===== config.mk =====
export PLATFORM = sky130hd
export DESIGN_NAME = cu_fsm
export DESIGN_NICKNAME = d
export VERILOG_FILES = /design/src/rtl/otter_pkg.sv /design/src/rtl/cu_fsm.sv
export SDC_FILE = /design/constraint.sdc
export NUM_CORES = 1
export LEC_CHECK = 0
export ABC_CLOCK_PERIOD_IN_PS = 3400
export CORE_AREA = 3 3 40 42
export DETAILED_ROUTE_END_ITERATION = 8
export DIE_AREA = 0 0 43 45
export GPL_ROUTABILITY_DRIVEN = 0
export PLACE_DENSITY = 0.69
export SYNTH_ARGS = -nofsm -noshare
export SYNTH_HDL_FRONTEND = slang
export SYNTH_SLANG_ARGS = --single-unit

===== constraint.sdc =====
create_clock -name CLK -period 3.4 [get_ports CLK]
set_clock_uncertainty 0.2 [all_clocks]
set_input_delay 0.68 -clock CLK [delete_from_list [all_inputs] [get_ports CLK]]
set_output_delay 0.68 -clock CLK [all_outputs]
set_load 0.01 [all_outputs]

===== src/rtl/otter_pkg.sv =====
// ---------------------------------------------------------------------------
// otter_pkg
// Shared definitions for the OTTER RV32I control path.
//   opcode_t   : RV32I major opcodes (ir[6:0]); the opcode decoder uses it too.
//   cu_state_t : sequencer states INIT, FETCH, EXEC, WB, INTR.
//   F_MRET / F_CSRRW : ir[14:12] values that select the two SYSTEM forms
//                      the sequencer treats specially.
// ---------------------------------------------------------------------------
package otter_pkg;

    typedef enum logic [6:0] {
        OP_LOAD   = 7'b0000011,
        OP_STORE  = 7'b0100011,
        OP_BRANCH = 7'b1100011,
        OP_LUI    = 7'b0110111,
        OP_AUIPC  = 7'b0010111,
        OP_JAL    = 7'b1101111,
        OP_JALR   = 7'b1100111,
        OP_IMM    = 7'b0010011,
        OP_OP     = 7'b0110011,
        OP_SYSTEM = 7'b1110011
    } opcode_t;

    typedef enum logic [2:0] {
        ST_INIT  = 3'd0,
        ST_FETCH = 3'd1,
        ST_EXEC  = 3'd2,
        ST_WB    = 3'd3,
        ST_INTR  = 3'd4
    } cu_state_t;

    localparam logic [2:0] F_MRET  = 3'b000;
    localparam logic [2:0] F_CSRRW = 3'b001;

endpackage


===== src/rtl/cu_fsm.sv =====
// ---------------------------------------------------------------------------
// cu_fsm
// Multicycle sequencer for the OTTER RV32I core. Steps every instruction
// through FETCH / EXEC (/ WB for loads), raises the datapath strobes, and
// takes pending interrupts between instructions via the INTR state.
//
// Build option: CU_MEM_WAIT_EN
//   defined   : MEM_READY port exists; FETCH and WB hold until MEM_READY=1.
//   undefined : no MEM_READY port; FETCH and WB last exactly one cycle.
//
// Parameters
//   INIT_CYCLES : cycles spent in INIT with RST_OUT high after reset (>=1)
//
// Ports
//   CLK        in   system clock, rising edge
//   RST        in   asynchronous active-high reset
//   INTR       in   level interrupt request
//   CSR_MIE    in   machine interrupt enable from the CSR file
//   CU_OPCODE  in   ir[6:0]
//   FUNC       in   ir[14:12]
//   MEM_READY  in   memory done (CU_MEM_WAIT_EN builds only)
//   RST_OUT    out  reset to PC / datapath
//   PC_WRITE   out  PC load enable
//   REG_WRITE  out  register file write enable
//   MEM_WE2    out  data memory write strobe
//   MEM_RDEN1  out  instruction memory read enable
//   MEM_RDEN2  out  data memory read enable
//   CSR_WE     out  CSR write enable (csrrw)
//   MRET_EXEC  out  mret executing; CSR file restores MIE
//   INT_TAKEN  out  interrupt entry cycle; decoder selects the trap PC
// ---------------------------------------------------------------------------
module cu_fsm
    import otter_pkg::*;
#(
    parameter int INIT_CYCLES = 1
) (
    input  logic       CLK,
    input  logic       RST,
    input  logic       INTR,
    input  logic       CSR_MIE,
    input  logic [6:0] CU_OPCODE,
    input  logic [2:0] FUNC,
`ifdef CU_MEM_WAIT_EN
    input  logic       MEM_READY,
`endif
    output logic       RST_OUT,
    output logic       PC_WRITE,
    output logic       REG_WRITE,
    output logic       MEM_WE2,
    output logic       MEM_RDEN1,
    output logic       MEM_RDEN2,
    output logic       CSR_WE,
    output logic       MRET_EXEC,
    output logic       INT_TAKEN
);

    localparam int CNT_W = (INIT_CYCLES > 1) ? $clog2(INIT_CYCLES) : 1;
    localparam logic [CNT_W-1:0] CNT_RELOAD = CNT_W'(INIT_CYCLES - 1);

    cu_state_t        r_state;
    logic [CNT_W-1:0] r_cnt;

    cu_state_t        w_state_next;
    logic [CNT_W-1:0] w_cnt_next;
    logic             w_take_int;

    logic w_rst_out, w_pc_write, w_reg_write, w_mem_we2, w_mem_rden1;
    logic w_mem_rden2, w_csr_we, w_mret_exec, w_int_taken;

    // Interrupt request is sampled only in the cycle an instruction retires.
    assign w_take_int = INTR & CSR_MIE;

    always_comb begin
        w_state_next = r_state;
        w_cnt_next   = r_cnt;
        w_rst_out    = 1'b0;
        w_pc_write   = 1'b0;
        w_reg_write  = 1'b0;
        w_mem_we2    = 1'b0;
        w_mem_rden1  = 1'b0;
        w_mem_rden2  = 1'b0;
        w_csr_we     = 1'b0;
        w_mret_exec  = 1'b0;
        w_int_taken  = 1'b0;

        case (r_state)
            ST_INIT: begin
                w_rst_out = 1'b1;
                if (r_cnt == '0) begin
                    w_state_next = ST_FETCH;
                end else begin
                    w_cnt_next = r_cnt - 1'b1;
                end
            end

            ST_FETCH: begin
                w_mem_rden1 = 1'b1;
`ifdef CU_MEM_WAIT_EN
                if (MEM_READY) begin
                    w_state_next = ST_EXEC;
                end
`else
                w_state_next = ST_EXEC;
`endif
            end

            ST_EXEC: begin
                if (CU_OPCODE == OP_LOAD) begin
                    // Load completes in WB; no interrupt check here.
                    w_mem_rden2  = 1'b1;
                    w_state_next = ST_WB;
                end else begin
                    w_pc_write = 1'b1;
                    case (CU_OPCODE)
                        OP_STORE: w_mem_we2 = 1'b1;
                        OP_LUI, OP_AUIPC, OP_JAL, OP_JALR, OP_IMM, OP_OP:
                            w_reg_write = 1'b1;
                        OP_SYSTEM: begin
                            if (FUNC == F_CSRRW) begin
                                w_csr_we    = 1'b1;
                                w_reg_write = 1'b1;
                            end else if (FUNC == F_MRET) begin
                                w_mret_exec = 1'b1;
                            end
                        end
                        // Branch and unknown opcodes only advance the PC.
                        default: ;
                    endcase
                    // On mret, CSR_MIE is still the pre-restore value.
                    w_state_next = w_take_int ? ST_INTR : ST_FETCH;
                end
            end

            ST_WB: begin
`ifdef CU_MEM_WAIT_EN
                w_mem_rden2 = 1'b1;
                if (MEM_READY) begin
                    w_reg_write  = 1'b1;
                    w_pc_write   = 1'b1;
                    w_state_next = w_take_int ? ST_INTR : ST_FETCH;
                end
`else
                w_reg_write  = 1'b1;
                w_pc_write   = 1'b1;
                w_state_next = w_take_int ? ST_INTR : ST_FETCH;
`endif
            end

            ST_INTR: begin
                w_int_taken  = 1'b1;
                w_pc_write   = 1'b1;
                w_state_next = ST_FETCH;
            end

            default: w_state_next = ST_INIT;
        endcase
    end

    always_ff @(posedge CLK or posedge RST) begin
        if (RST) begin
            r_state <= ST_INIT;
            r_cnt   <= CNT_RELOAD;
        end else begin
            r_state <= w_state_next;
            r_cnt   <= w_cnt_next;
        end
    end

    // RST overrides the decoded strobes so the datapath sees a clean reset
    // immediately, without waiting for the state flop to settle.
    assign RST_OUT   = w_rst_out | RST;
    assign PC_WRITE  = w_pc_write  & ~RST;
    assign REG_WRITE = w_reg_write & ~RST;
    assign MEM_WE2   = w_mem_we2   & ~RST;
    assign MEM_RDEN1 = w_mem_rden1 & ~RST;
    assign MEM_RDEN2 = w_mem_rden2 & ~RST;
    assign CSR_WE    = w_csr_we    & ~RST;
    assign MRET_EXEC = w_mret_exec & ~RST;
    assign INT_TAKEN = w_int_taken & ~RST;

endmodule


==> results.cfg, run 1 <==
[placement]
post-place-cells = 74
numPortBuffers = 22
post-dp-hpwl_um = 729

[layout]
final_core_util_pct = 46.3
multiInputGateArea_um2 = 243
fin_nets = 78
antenna-diode-count = 0
layout.filler_cells = 137
most_frequent_standard_cell_in_the_layout_excluding_fill_and_tap_cells = sky130_fd_sc_hd__clkdlybuf4s50_1
largest_reg_flops = 3
top_registers = r_state (3)
layout-area-overhead-vs-synth_pct = 77.9
commonest_non_fill_non_tap_cells_in_the_layout = sky130_fd_sc_hd__clkdlybuf4s50_1, sky130_fd_sc_hd__nand2_1
layout-drive-gt1-share_pct = 11.1
fin_cells = 78
register_area_um2 = 75.1
registers.top_by_ff_count = r_state

[clock_network]
h_tree_levels = 1
cts.repair.resized = 0
holdBufCountCts = 0
tritoncts = yes
cts-root-buf = sky130_fd_sc_hd__clkbuf_4
cts.reportedPaths.clkPinSlew_ps = 40
cts_made_buffers = 3
clk_path_buf_depth = 2
numClockSinks = 3
clk_latency_ps = 230
post-cts-setup-buffer-count = 0

[worst_setup_path]
cp.required_ps = 2520
critPathArrivalTime_ps = 2360
worst-setup-path-type = in2out
timing.critical_path.from = RST
worstSetupStartpointType = primary input
worst_r2r_startpoint = r_state[0]
endpoint_kind = output port
largest_driver_fanout_on_the_critical_path = 7

[global_route]
track_usage_pct = 10.8
first_pass_grt_wire_length_mm = 1.64
globalRouteMet1Util_pct = 13.3
grt_max_degree = 9
global_route_total_overflow = 0
vias_in_the_first_global_route = 396
grtUsageMet3_pct = 5.98
grt.busiest_layer = met2
met2_track_demand_over_resource_pct = 18.0
grt_antenna_before_repair = 0

[timing]
fmax_mhz = 308
worst_slew_pin_slew_ps = 355
slew-limit-headroom_pct = 76.0
fin_tns_setup_ps = 0
setup_viol_count_final = 0
layout_min_cycle_time_ps = 3240
rsz0062_at_grt = no
timing_hold_violations_final = 0
min_period_over_period_pct = 95.4
slew_viol_final = 0

[run]
number_of_violations_of_the_max_capacitance_limit = 0

[die]
initial_utilization_pct = 26.0
num_rows = 13
floorplan.die.width_um = 43
ios = 23
fp.coreArea_mm2 = 0.00128
die_y_um = 45
die_area_mm2 = 0.00194

[yosys]
synth.yosys.seq_area_share_pct = 22.5
syn_inst = 38
postSynthRegisterBits = 3
total_standard_cell_area_after_synthesis_um2 = 334
synth.avg_cell_area_um2 = 8.79
ys.warnings.count = 0
synth_cell_type_count = 24
syn-num-nets = 52

[pwr]
power_switching_uw = 89.4
power.clock.fraction_pct = 25.0
internal-power_uw = 159
power.ir.vdd_worst_uv = 376
power.static_leakage_uw = 0.000232
swShare_pct = 35.9
powerDensity_mw_per_mm2 = 419
share_seq_of_total_power_pct = 31.6
share_comb_of_total_power_pct = 43.3

[worst_hold_path]
min-delay-path-class = reg2reg
worstHoldStart = r_state[2]

[drt]
remaining_drc_errors = 0
wire_per_inst_um = 11.6
final_antenna_net_count = 0
postRouteWirelength_um = 906
num_vias = 386
drt_iter0_markers = 0
via_per_inst = 4.95
dr.pass1.iters = 1

[status]
status = finished clean
-- cells by family (layout without fill, tap and decap cells) --
| kind of cell | count (synthesis) | in the layout | synth area share (%) |
|---|---|---|---|
| flops | 3 | 3 | 22.5 |
| buf+inv | 4 | 29 | 4.87 |
| compound gates | 7 | 7 | 15.0 |
| simple gates | 24 | 24 | 57.7 |
-- power by group through the flow --
stage	sequential [µW]	combinational [µW]	clock (µW)
after floorplan	60.6	72.3	0
final	78.7	108	62.3
after CTS	79.5	109	64.7
after global placement	79.3	107	0
after detailed placement	79.4	107	0
after global routing	84.2	120	67.1
-- final timing paths --
check,endpoint,slack (ps),cells past startpoint
min,r_state[1],380,1
min reg2reg,r_state[1],380,1
min in group asynchronous,r_state[0],570,2
max,MRET_EXEC,160,5
max in group asynchronous,r_state[1],2290,2
max reg2reg,r_state[2],1920,3
-- synthesized netlist by cell type (all sizes together) --
cell type	count	area (µm²)
nand3	3	20.0
nor3	3	15.0
and3	3	18.8
o22ai	1	6.26
nor3b	2	26.3
o2111ai	1	8.76
nor4b	3	26.3
nand2	4	15.0
nor4bb	1	10.0
a22oi	1	7.51
clkbuf	1	5.00
a21o	1	7.51
o211ai	1	7.51
inv	3	11.3
dfrtp	3	75.1
and3b	1	8.76
and4bb	2	25.0
nor4	1	21.3
a21oi	1	5.00
nand2b	1	6.26
o31ai	1	7.51
-- critical path, cell delays in order --
cell                              delay [ps]
sky130_fd_sc_hd__clkdlybuf4s50_1         490
sky130_fd_sc_hd__nor3b_4                 330
sky130_fd_sc_hd__nand3_2                 120
sky130_fd_sc_hd__nor3_1                  180
sky130_fd_sc_hd__clkdlybuf4s50_1         560
-- layer usage --
layer	vias to the layer above	routed length [µm]
li1	201	-
met5	-	0
met3	0	87
met2	16	426
met1	169	392
met4	0	0
-- per-stage QoR --
stage                     power, µW  setup slack [ps]  hold WS, ps  instance area (µm²)
after floorplan                 133              1100          242                  334
after global placement          187               161          372                  568
after detailed placement        187               133          381                  568
after CTS                       253               129          381                  594
after global routing            272              25.1          451                  594
final                           249               157          383                  594
-- final cells by class --
| type | instances | area share (%) |
|---|---|---|
| multi-input combinational | 31 | 40.8 |
| timing repair buffer | 22 | 37.1 |
| clock buffer | 4 | 4.42 |
| sequential | 3 | 12.6 |
| inverter | 3 | 1.89 |
| tap | 15 | 3.16 |
Note: power is estimated with default switching activity, not from simulation.
==> run 2: changes to the inputs <==
--- a/config.mk
+++ b/config.mk
@@ -11,6 +11,7 @@
 export DIE_AREA = 0 0 43 45
 export GPL_ROUTABILITY_DRIVEN = 0
 export PLACE_DENSITY = 0.69
+export SKIP_CTS_REPAIR_TIMING = 1
 export SYNTH_ARGS = -nofsm -noshare
 export SYNTH_HDL_FRONTEND = slang
 export SYNTH_SLANG_ARGS = --single-unit
==> results of run 2 <==
No change in the layout: final DEF, timing and power equal those of run 1.
